[config.mk]
export PLATFORM = sky130hd
export DESIGN_NAME = bus_sync_tx_flat
export DESIGN_NICKNAME = d
export VERILOG_FILES = /design/src/rtl/bus_sync_tx_pkg.sv /design/src/rtl/bus_sync_tx_if.sv /design/src/rtl/bus_sync_tx_bit_sync.sv /design/src/rtl/bus_sync_tx.sv /design/src/flat_wrapper.sv
export SDC_FILE = /design/constraint.sdc
export NUM_CORES = 1
export LEC_CHECK = 0
export ABC_AREA = 1
export CAP_MARGIN = 10
export CORE_MARGIN = 10
export CORE_UTILIZATION = 45
export DETAILED_ROUTE_END_ITERATION = 10
export PLACE_DENSITY = 0.77
export RECOVER_POWER = 100
export SLEW_MARGIN = 40
export SYNTH_ARGS = -nofsm -noshare
export SYNTH_HDL_FRONTEND = slang
export SYNTH_SLANG_ARGS = --single-unit
[constraint.sdc]
create_clock -name CLK -period 1.7 [get_ports CLK]
set_input_delay 0.425 -clock CLK [delete_from_list [all_inputs] [get_ports CLK]]
set_output_delay 0.425 -clock CLK [all_outputs]
set_load 0.005 [all_outputs]
[src/rtl/bus_sync_tx_pkg.sv]
// Shared types and sizing helpers for the mux-select bus synchronizer launcher.
// State encoding and counter width used by bus_sync_tx.
package bus_sync_pkg;

    typedef enum logic [1:0] {
        IDLE,
        SETUP,
        REQ,
        RELEASE
    } state_t;

    // Counter must hold both the setup count and the last timeout index.
    function automatic int cnt_width(input int setup, input int timeout);
        int m;
        m = (setup > timeout) ? setup : timeout;
        return (m < 1) ? 1 : $clog2(m + 1);
    endfunction

endpackage

[src/rtl/bus_sync_tx_if.sv]
// Producer handshake plus CDC-side request/ack bundle of the bus launcher.
// master = launcher side, slave = producer/destination side.
interface bus_sync_tx_if #(
    parameter int BUS_WIDTH = 4
);
    logic [BUS_WIDTH-1:0] tx_data;
    logic                 tx_valid;
    logic                 tx_ready;
    logic [BUS_WIDTH-1:0] Unsync_bus_out;
    logic                 src_bus_enable;
    logic                 dest_ack;
    logic                 tx_done;
    logic                 tx_timeout;

    modport master (
        input  tx_data, tx_valid, dest_ack,
        output tx_ready, Unsync_bus_out, src_bus_enable,
        output tx_done, tx_timeout
    );

    modport slave (
        output tx_data, tx_valid, dest_ack,
        input  tx_ready, Unsync_bus_out, src_bus_enable,
        input  tx_done, tx_timeout
    );
endinterface

[src/rtl/bus_sync_tx_bit_sync.sv]
// Multi-flop level synchronizer with synchronous active-high reset.
// Brings the asynchronous destination ack into the source clock domain.
module bit_sync #(
    parameter int NUM_STAGES = 2
) (
    input  logic i_clk,
    input  logic i_rst,
    input  logic i_d,
    output logic o_q
);
    logic [NUM_STAGES-1:0] r_sync;

    always_ff @(posedge i_clk) begin
        if (i_rst) begin
            r_sync <= '0;
        end else begin
            r_sync <= {r_sync[NUM_STAGES-2:0], i_d};
        end
    end

    assign o_q = r_sync[NUM_STAGES-1];
endmodule

[src/rtl/bus_sync_tx.sv]
// Source-domain launcher: captures a word, holds it, raises a level request
// and completes a 4-phase req/ack handshake with the destination domain.
module bus_sync_tx
    import bus_sync_pkg::*;
#(
    parameter int BUS_WIDTH      = 4,
    parameter int NUM_STAGES     = 2,
    parameter int SETUP_CYCLES   = 1,
    parameter int TIMEOUT_CYCLES = 0
) (
    input logic          CLK,
    input logic          RST,
    bus_sync_tx_if.master bus
);
    localparam int CW = cnt_width(SETUP_CYCLES, TIMEOUT_CYCLES);
    localparam logic [CW-1:0] SETUP_LAST = CW'(SETUP_CYCLES);
    localparam logic [CW-1:0] TO_LAST    = CW'(TIMEOUT_CYCLES - 1);

    state_t               r_state, w_state;
    logic [CW-1:0]        r_cnt, w_cnt;
    logic [BUS_WIDTH-1:0] r_bus, w_bus;
    logic                 r_en, w_en;
    logic                 r_done, w_done;
    logic                 r_timeout, w_timeout;
    logic                 r_low_seen, w_low_seen;
    logic                 r_aborted, w_aborted;
    logic                 w_ack_s;
    logic                 w_ready;

    bit_sync #(.NUM_STAGES(NUM_STAGES)) u_ack_sync (
        .i_clk (CLK),
        .i_rst (RST),
        .i_d   (bus.dest_ack),
        .o_q   (w_ack_s)
    );

    assign w_ready = (r_state == IDLE) & ~RST;

    always_comb begin
        w_state    = r_state;
        w_cnt      = r_cnt;
        w_bus      = r_bus;
        w_en       = r_en;
        w_done     = 1'b0;
        w_timeout  = 1'b0;
        w_low_seen = r_low_seen;
        w_aborted  = r_aborted;
        unique case (r_state)
            IDLE: begin
                if (bus.tx_valid && w_ready) begin
                    w_bus      = bus.tx_data;
                    w_cnt      = CW'(1);
                    w_low_seen = 1'b0;
                    w_aborted  = 1'b0;
                    w_state    = SETUP;
                end
            end
            SETUP: begin
                w_low_seen = r_low_seen | ~w_ack_s;
                if (r_cnt == SETUP_LAST) begin
                    w_en    = 1'b1;
                    w_cnt   = '0;
                    w_state = REQ;
                end else begin
                    w_cnt = r_cnt + 1'b1;
                end
            end
            REQ: begin
                w_low_seen = r_low_seen | ~w_ack_s;
                // A level high since before SETUP is stale; require a low first.
                if (w_ack_s && r_low_seen) begin
                    w_en    = 1'b0;
                    w_state = RELEASE;
                end else if (TIMEOUT_CYCLES != 0 && r_cnt == TO_LAST) begin
                    w_en      = 1'b0;
                    w_timeout = 1'b1;
                    w_aborted = 1'b1;
                    w_state   = RELEASE;
                end else begin
                    w_cnt = r_cnt + 1'b1;
                end
            end
            RELEASE: begin
                if (!w_ack_s) begin
                    w_done  = ~r_aborted;
                    w_state = IDLE;
                end
            end
            default: w_state = IDLE;
        endcase
    end

    always_ff @(posedge CLK) begin
        if (RST) begin
            r_state    <= IDLE;
            r_cnt      <= '0;
            r_bus      <= '0;
            r_en       <= 1'b0;
            r_done     <= 1'b0;
            r_timeout  <= 1'b0;
            r_low_seen <= 1'b0;
            r_aborted  <= 1'b0;
        end else begin
            r_state    <= w_state;
            r_cnt      <= w_cnt;
            r_bus      <= w_bus;
            r_en       <= w_en;
            r_done     <= w_done;
            r_timeout  <= w_timeout;
            r_low_seen <= w_low_seen;
            r_aborted  <= w_aborted;
        end
    end

    assign bus.tx_ready       = w_ready;
    assign bus.Unsync_bus_out = r_bus;
    assign bus.src_bus_enable = r_en;
    assign bus.tx_done        = r_done;
    assign bus.tx_timeout     = r_timeout;
endmodule
[src/flat_wrapper.sv]
// flat-port wrapper written by rule: the top's interface ports become plain ports
module bus_sync_tx_flat import bus_sync_pkg::*;
#(
    parameter int BUS_WIDTH      = 4,
    parameter int NUM_STAGES     = 2,
    parameter int SETUP_CYCLES   = 1,
    parameter int TIMEOUT_CYCLES = 0
)
  (CLK, RST, bus_tx_data, bus_tx_valid, bus_dest_ack, bus_tx_ready, bus_Unsync_bus_out, bus_src_bus_enable, bus_tx_done, bus_tx_timeout);
  bus_sync_tx_if #(.BUS_WIDTH(BUS_WIDTH)) bus_i ();
  input logic CLK;
  input logic RST;
  input wire logic [$bits(bus_i.tx_data)-1:0] bus_tx_data;
  input wire logic [$bits(bus_i.tx_valid)-1:0] bus_tx_valid;
  input wire logic [$bits(bus_i.dest_ack)-1:0] bus_dest_ack;
  output wire logic [$bits(bus_i.tx_ready)-1:0] bus_tx_ready;
  output wire logic [$bits(bus_i.Unsync_bus_out)-1:0] bus_Unsync_bus_out;
  output wire logic [$bits(bus_i.src_bus_enable)-1:0] bus_src_bus_enable;
  output wire logic [$bits(bus_i.tx_done)-1:0] bus_tx_done;
  output wire logic [$bits(bus_i.tx_timeout)-1:0] bus_tx_timeout;
  assign bus_i.tx_data = bus_tx_data;
  assign bus_i.tx_valid = bus_tx_valid;
  assign bus_i.dest_ack = bus_dest_ack;
  assign bus_tx_ready = bus_i.tx_ready;
  assign bus_Unsync_bus_out = bus_i.Unsync_bus_out;
  assign bus_src_bus_enable = bus_i.src_bus_enable;
  assign bus_tx_done = bus_i.tx_done;
  assign bus_tx_timeout = bus_i.tx_timeout;
  bus_sync_tx #(.BUS_WIDTH(BUS_WIDTH), .NUM_STAGES(NUM_STAGES), .SETUP_CYCLES(SETUP_CYCLES), .TIMEOUT_CYCLES(TIMEOUT_CYCLES)) u_core (.CLK(CLK), .RST(RST), .bus(bus_i));
endmodule
==> impl_summary.md, run 1 <==
Timing
In the finished design, the share of the clock period the worst path needs comes to between 90% and 100%. The minimum clock period after layout is 1.64 ns. The number of hold violations in the final report was 0. Setup violations remaining at the end of the flow were counted as 0.

The worst clock skew is approximately 0.0029 ns. The maximum clock rate is a little over 600 MHz. The number of slew-limit violations in the final report was 0. The worst slack on hold paths is 0.417 ns.

Finish
The net count reported at finish is between 100 and 150. Cells fill 67.3% of the core in the end. The total inserted antenna cells is 0.

The fraction of final layout cells sized beyond drive strength 1 is between 10% and 20%. Relative to the synthesized area, the layout overhead comes to 42.8%.

Route
The final wirelength is 1430 um. After detailed routing, the average wire length per cell comes to 11.5 um. The routed layout has between 500 and 600 vias. The number of DRC violations after detailed routing is 0. The number of DRC violations after detailed-routing iteration 0 is 14. The first TritonRoute pass finished after 4 iterations.

The vias per cell is 4.64. In this run the remaining antenna-violating nets after routing total 0.

Synth
Averaged over all synthesized cells, the footprint is 7.12 um2. The synthesized netlist devotes 12.4% of its cell area to adder and majority cells. The post-synthesis compound-gate area fraction is 5.99%.

Synthesis produced 85 cells. The flop and latch count out of synthesis is 12. By area, the combinational part of the netlist is dominated by simple AND/OR/NAND/NOR gates.

Yosys mapped the design onto 12 distinct sky130hd cell types. The area fraction of the dominant cell type after synthesis is 39.7%. The basic-gate share of the synthesized area counting and, or, nand and nor cells is between 30% and 40%.

The portion of synthesized area spent on multiplexers is 0%. The synthesized-area fraction occupied by xor and xnor cells is 0%. Counting every net in the synthesized netlist gives 99. Ranked by total cell area, the synthesized netlist is headed by dfxtp_1 (40%), ha_1 (12%), nand3_1 (12%). The netlist area before placement is slightly above 600 um2.

During synthesis, Yosys emitted a total of 0 warnings. Of all cell types, the one taking the most synthesized area is dfxtp_1. The share of synthesized area occupied by flip-flops and latches is between 30 and 40%.

Floorplan
The floorplan die area is ~3200 um2. The floorplan step set the die height to roughly 57 um. The floorplan step set the die width to between 50 and 60 um. The initial utilization of the core area, before any placement, comes to 47.1%. 16 I/O pins were placed.

The total area inside the core boundary comes to 1280 um2. The cell row count is 13.

Power and ir drop
Cell internal power was estimated by the tool at approximately 740 uW. IR analysis of the VDD net gives a maximum drop of about 0.00087 V. Registers are responsible for between 30 and 40% of the overall power. The net switching power figure is 447 uW. The net switching share of the total power is roughly 38%.

Power spread over the standard cell area amounts to ~1400 nW/um2. Summed over all cells, the static leakage comes to ~0.43 nW. The fraction of power consumed by combinational cells is between 50% and 60%.

The overall power after layout is 1.18 mW. The relative contribution of the clock network to total power is about 15%.

Critical path
By startpoint and endpoint, the worst setup path is classified as in -> out. The startpoint kind of the worst setup timing path is an input pin. The critical path capture point type is an output port. Data arrives at the worst endpoint at 1.22 ns. In this run the worst path has a maximum fanout of 2. The startpoint identified for the worst register-to-register timing path is u_core.r_state[1]$_SDFFE_PP0P_. The most critical setup path has its startpoint at RST. At the worst endpoint, the required time is between 1 and 1.5 ns.

Clocking
Clock latency on the worst-skew pair, taken at its later pin, is roughly 0.28 ns. The clock slew at the register clock pins of the worst setup and hold paths is around 0.070 ns. The maximum clock insertion buffer count is 2. The number of setup buffers added after CTS is 0.

Hold repair after CTS inserted 0 buffers. The number of buffers created by CTS is 3. CTS placed an instance of clkbuf_4 at the clock tree root. The clock sink count is 12. TritonCTS built the clock tree. In this run the number of H-tree levels came out at 1.

Place
In this run the tool buffered the top-level ports with 14 buffer cells. At the end of routability-driven placement, the weighted congestion stood at 0.807. After legalization and detailed placement, the total HPWL measured 1210 um.

GRT
The first-pass GRT wire length is 2390 um. The pin count of the biggest net entering global routing is 7. The total overflow reported by the global router is 0. The via count of the first global-routing pass is 543. Global routing used 9.45% of the available tracks across all layers. The initial antenna violation count was 0.

Min path
The worst min-delay path startpoint is u_core.u_ack_sync.r_sync[0]$_SDFF_PP0_. The worst min-delay path class is reg -> reg.

Flow run
The tool flagged a number of max-cap violations equal to 0.

Outcome
The flow ran to the end, and the final reports show no timing, DRC or antenna violations.
[layer usage]
metal | share of wire (%) | vias up | wire, um | track usage, %
li1 | - | 315 | - | -
met1 | 45 | 249 | 652 | 9.96
met2 | 47 | 11 | 677 | 14.6
met3 | 4.6 | 5 | 66 | 3.82
met4 | 2.6 | 0 | 38 | 7.22
met5 | 0 | - | 0 | 0
[final timing paths]
check	to	slack, ns	cells after the start
worst max-delay path	bus_tx_ready	0.06	3
worst min-delay path	u_core.u_ack_sync.r_sync[1]$_SDFF_PP0_	0.42	2
worst max register to register	u_core.r_state[0]$_SDFFE_PP0P_	0.34	9
worst min register to register	u_core.u_ack_sync.r_sync[1]$_SDFF_PP0_	0.42	2
[area by class of cell]
| class | count | area [um2] |
|---|---|---|
| Fill cell | 116 | 420 |
| Multi-Input combinational cell | 60 | 333 |
| Sequential cell | 12 | 240 |
| Timing Repair Buffer | 23 | 205 |
| Inverter | 12 | 45.0 |
| Clock buffer | 3 | 22.5 |
| Tap cell | 15 | 18.8 |
[sequential cells by signal, summed over array words and instances (netlist names)]
name,flops
u_core.r_cnt,1
u_core.r_state,2
u_core.bus.src_bus_enable,1
u_core.bus.tx_done,1
u_core.bus.Unsync_bus_out,4
u_core.r_low_seen,1
u_core.u_ack_sync.r_sync,2
[power groups by stage]
stage	Sequential [mW]	Clock (mW)	Combinational, mW
final	0.390	0.177	0.615
after global routing	0.400	0.195	0.708
after CTS	0.391	0.187	0.584
after detailed placement	0.397	0	0.570
after global placement	0.392	0	0.549
after floorplan	0.404	0	0.320
[timing repair]
| item | 4_1_cts | 5_1_grt |
|---|---|---|
| setup endpoints to repair | 1 | 1 |
| resized for setup | 6 | 4 |
| endpoints found under the hold margin | 0 | 0 |
| pin swaps | 0 | 1 |
[stage by stage]
| step | cells | cell area [um2] | worst slack, ns | setup TNS, ns |
|---|---|---|---|---|
| after global placement | 122 | 825 | -0.249 | -0.249 |
| final | 125 | 865 | 0.0588 | 0 |
| after detailed placement | 122 | 825 | -0.253 | -0.253 |
| after floorplan | 85 | 606 | 0.404 | 0 |
| after CTS | 125 | 853 | 0.0297 | 0 |
| after global routing | 125 | 865 | -0.00178 | -0.00178 |
[worst max-delay path, cell delays in order]
cell	delay, ns
clkdlybuf4s50_1	0.46
nor2_4	0.13
clkdlybuf4s15_2	0.21
[Yosys cell counts]
cell and count:
inv_2 2, dfxtp_1 12, o21ai_0 2, buf_4 1, nand2_1 17, ha_1 6
inv_1 10, a21oi_1 2, conb_1 1, nand3_1 14, a21oi_4 1, nor2_1 17
[kinds of logic after synthesis]
family	after synthesis
compound gates	5
fa+ha+maj	6
buf+inv	13
flops	12
other cells	1
simple gates	48
[cell usage in the layout, fill, tap and decap left out, types with 2 or more instances in the layout]
| cell type | netlist | layout |
|---|---|---|
| a21oi_1 | 2 | 2 |
| nand3_1 | 14 | 14 |
| ha_1 | 6 | 5 |
| nand2_1 | 17 | 17 |
| clkbuf_4 | 0 | 3 |
| buf_4 | 1 | 8 |
| dfxtp_1 | 12 | 12 |
| inv_2 | 2 | 3 |
| clkdlybuf4s50_1 | 0 | 13 |
| inv_1 | 10 | 9 |
| nor2_1 | 17 | 16 |
| o21ai_0 | 2 | 2 |
(Power assumes the default switching activity.)
==> run 2, diff against run 1 <==
Clock period 1.7 ns to 1.77 ns, I/O delays scaled along.
==> impl_summary.md, run 2 (synthesis gave the netlist of run 1 again) <==
Critical path
Cell-by-cell trace of the critical path: dlygate4sd3_1 (was clkdlybuf4s50_1 -> nor2_4 -> clkdlybuf4s15_2). The delay of the slowest critical-path stage is 0.58 ns (was 0.46 ns). The number of buffer and inverter instances along the worst setup path is 1 (was 2). The register-to-register setup slack is 0.43 ns (was 0.34 ns). The worst-path maximum fanout came to 2 (unchanged). The critical path capture point type was an output port (unchanged). The startpoint kind of the worst setup timing path was a register (was input pin).

The destination of the worst register-to-register timing path is u_core.r_state[1]$_SDFFE_PP0P_ (was u_core.r_state[0]$_SDFFE_PP0P_). The worst setup path category is reg -> out (was in -> out). The worst flop-to-flop path startpoint was u_core.r_state[0]$_SDFFE_PP0P_ (was u_core.r_state[1]$_SDFFE_PP0P_).

The worst endpoint data arrival time is 1.19 ns (was 1.22 ns). The highest-delay cell along the critical path is dlygate4sd3_1 (was clkdlybuf4s50_1). The data required time at the worst endpoint came to 1.33 ns (was 1.27 ns).

The kind of cell adding the most delay to the critical path is buffers and inverters (unchanged). The depth of the worst register-to-register path was 9 (unchanged).

Clocking
The clock sink count is 12 (unchanged). The clock latency on the worst-skew pair is 0.27 ns (was 0.28 ns). The number of setup buffers added after CTS is 0 (unchanged). The clock tree from TritonCTS was built (unchanged). The buffer cell driving the clock tree root is clkbuf_4 (unchanged). The maximum clock insertion buffer count is 2 (unchanged). The number of buffers created by CTS is 3 (unchanged).

The clock slew at the register clock pins of the worst setup and hold paths is 0.07 ns (about the same). The maximum level of the CTS H-tree is 1 (unchanged).

Floorplan
The initial standard-cell utilization of the core is 47.1% (unchanged). The cell row count came to 13 (unchanged). The die boundary width is 56.7 um (unchanged). The core outline area is 1280 um2 (unchanged). The floorplan die area is 3210 um2 (unchanged). The I/O pin count was 16 (unchanged). The chip height is 56.7 um (unchanged).

Finish
The layout overhead on the synthesized area is 40.1% (was 42.8%). The total inserted antenna cells came to 0 (unchanged). The leading cell type in the layout, fill and taps excluded is nand2_1 (unchanged).

The fraction of final layout cells sized beyond drive strength 1 is 15.3% (was 16.4%). The flip-flop count of the largest register, all copies and words added was 4 (unchanged). The net count reported at finish is 127 (was 126).

The fraction of the core area covered by cells at the end of the flow came to 66.0% (was 67.3%). Leading cell types in the layout, fill and taps excluded: nand2_1 (17), nor2_1 (16), nand3_1 (14), dfxtp_1 (12), inv_1 (10) (was nand2_1 (17), nor2_1 (16), nand3_1 (14), clkdlybuf4s50_1 (13), dfxtp_1 (12)).

Timing
The worst clock skew is 0.00536 ns (was 0.00293 ns). The setup TNS is 0 ns (unchanged). The final setup violation count is 0 (unchanged). The number of slew-limit violations in the final report is 0 (unchanged). After layout, the worst path uses between 90% and 100% of the clock period. Setup repair after global routing left no endpoint under its margin. The maximum clock rate is 613 MHz. The minimum clock period after layout is about 1.6 ns.

The number of hold violations in the final report came to 0 (unchanged).

GRT
The total routing usage reported by global routing came to 9.50% (was 9.45%). The total overflow reported by the global router is 0 (unchanged). The pin count of the biggest net entering global routing came to 7 (unchanged). The via count of the first global-routing pass came to 577 (was 543). The first-pass GRT wire length was 2360 um (was 2390 um).

The initial antenna violation count is 0 (unchanged).

Min path
The end of the worst hold path is u_core.u_ack_sync.r_sync[1]$_SDFF_PP0_ (unchanged). The number of instances on the worst hold path is 2 (unchanged). The worst min-delay path class was reg -> reg (unchanged). The worst min-delay path startpoint is u_core.u_ack_sync.r_sync[0]$_SDFF_PP0_ (unchanged).

Power and ir drop
The static leakage is 0.447 nW (was 0.426 nW). The worst ir drop on vdd is 0.000714 V (was 0.000874 V). The overall power after layout is 1.08 mW (was 1.18 mW).

The power density normalized to cell area came to 1270 nW/um2 (was 1370 nW/um2).

Flow run
The count of maximum capacitance violations was 0 (unchanged).

Outcome
Run status: complete, no violations (unchanged).

Place
The count of buffers from port buffering is 14 (unchanged). The placed wire-length estimate is 1140 um (was 1210 um). The final weighted congestion in routability-driven placement is 0.840 (was 0.807).

Route
The number of DRC violations after detailed routing is 0 (unchanged). The vias per cell came to 4.60 (was 4.64). The detailed-route via count came to 579 (was 580). The total iterations of the first detailed-routing run came to 4 (unchanged).

The number of DRC violations after detailed-routing iteration 0 is 6 (was 14). The number of routed nets with antenna violations is 0 (unchanged). The final wirelength is 1350 um (was 1430 um). The routed wire length per instance is 10.7 um (was 11.5 um).
## run 2: cell types whose count changed in the layout (fill, tap and decap cells not counted), sizes merged
cell	previous run	this run
dlygate4sd3	0	6
clkdlybuf4s50	13	7
clkdlybuf4s15	1	0
clkbuf	4	6
## run 2: how the worst max path moves through the flow
stage | cells past startpoint | endpoint | start | slack, ns
5_1_grt | 6 | u_core.r_low_seen$_SDFFE_PP0P_ | RST | 0.06
4_1_cts | 5 | bus_tx_ready | u_core.r_state[0]$_SDFFE_PP0P_ | 0.03
3_3_place_gp | 3 | bus_tx_ready | RST | -0.21
3_5_place_dp | 3 | bus_tx_ready | RST | -0.22
6_report | 1 | bus_Unsync_bus_out[1] | u_core.bus.Unsync_bus_out[1]$_SDFFE_PP0P_ | 0.14
2_1_floorplan | 4 | bus_tx_ready | u_core.r_state[0]$_SDFFE_PP0P_ | 0.46
## run 2: metal layers
metal,part of all wire (%),wire length [um],global-route usage (%),vias up
met1,43,581,8.98,247
li1,-,-,-,316
met5,0,0,0,-
met3,5.8,79,5.17,4
met4,2.8,38,7.22,0
met2,48,653,15.0,12
## run 2: power by group
group	switching, mW	internal [mW]
combinational	0.286	0.255
clock	0.0813	0.0788
sequential	0.0363	0.338
## run 2: per-stage QoR
stage,setup slack (ns),instances,hold slack [ns],area (um2)
finish,0.139,126,0.416,848
global route,0.0591,126,0.435,848
CTS,0.0287,126,0.418,853
detailed placement,-0.224,123,0.409,832
global placement,-0.213,123,0.389,832
floorplan,0.457,85,0.388,606
## run 2: final cells by class
cell class              count  area [um2]
fillers                   114         437
multi-input cells          60         315
flip-flops and latches     12         240
repair buffers             24         206
inverters                  12        45.0
clock buffers               3        22.5
well taps                  15        18.8
## run 2: worst min-delay path: cells and delay by family, from the launching register on
kind                   cells  cell delay, ns
buffers and inverters      1            0.05
and+or+nand+nor            1            0.03
DFF                        1            0.30
## run 2: what timing repair did
action | in CTS | in global routing
endpoints found under the setup margin | 1 | 1
hold buffers | 0 | 0
gates resized for setup | 1 | 5
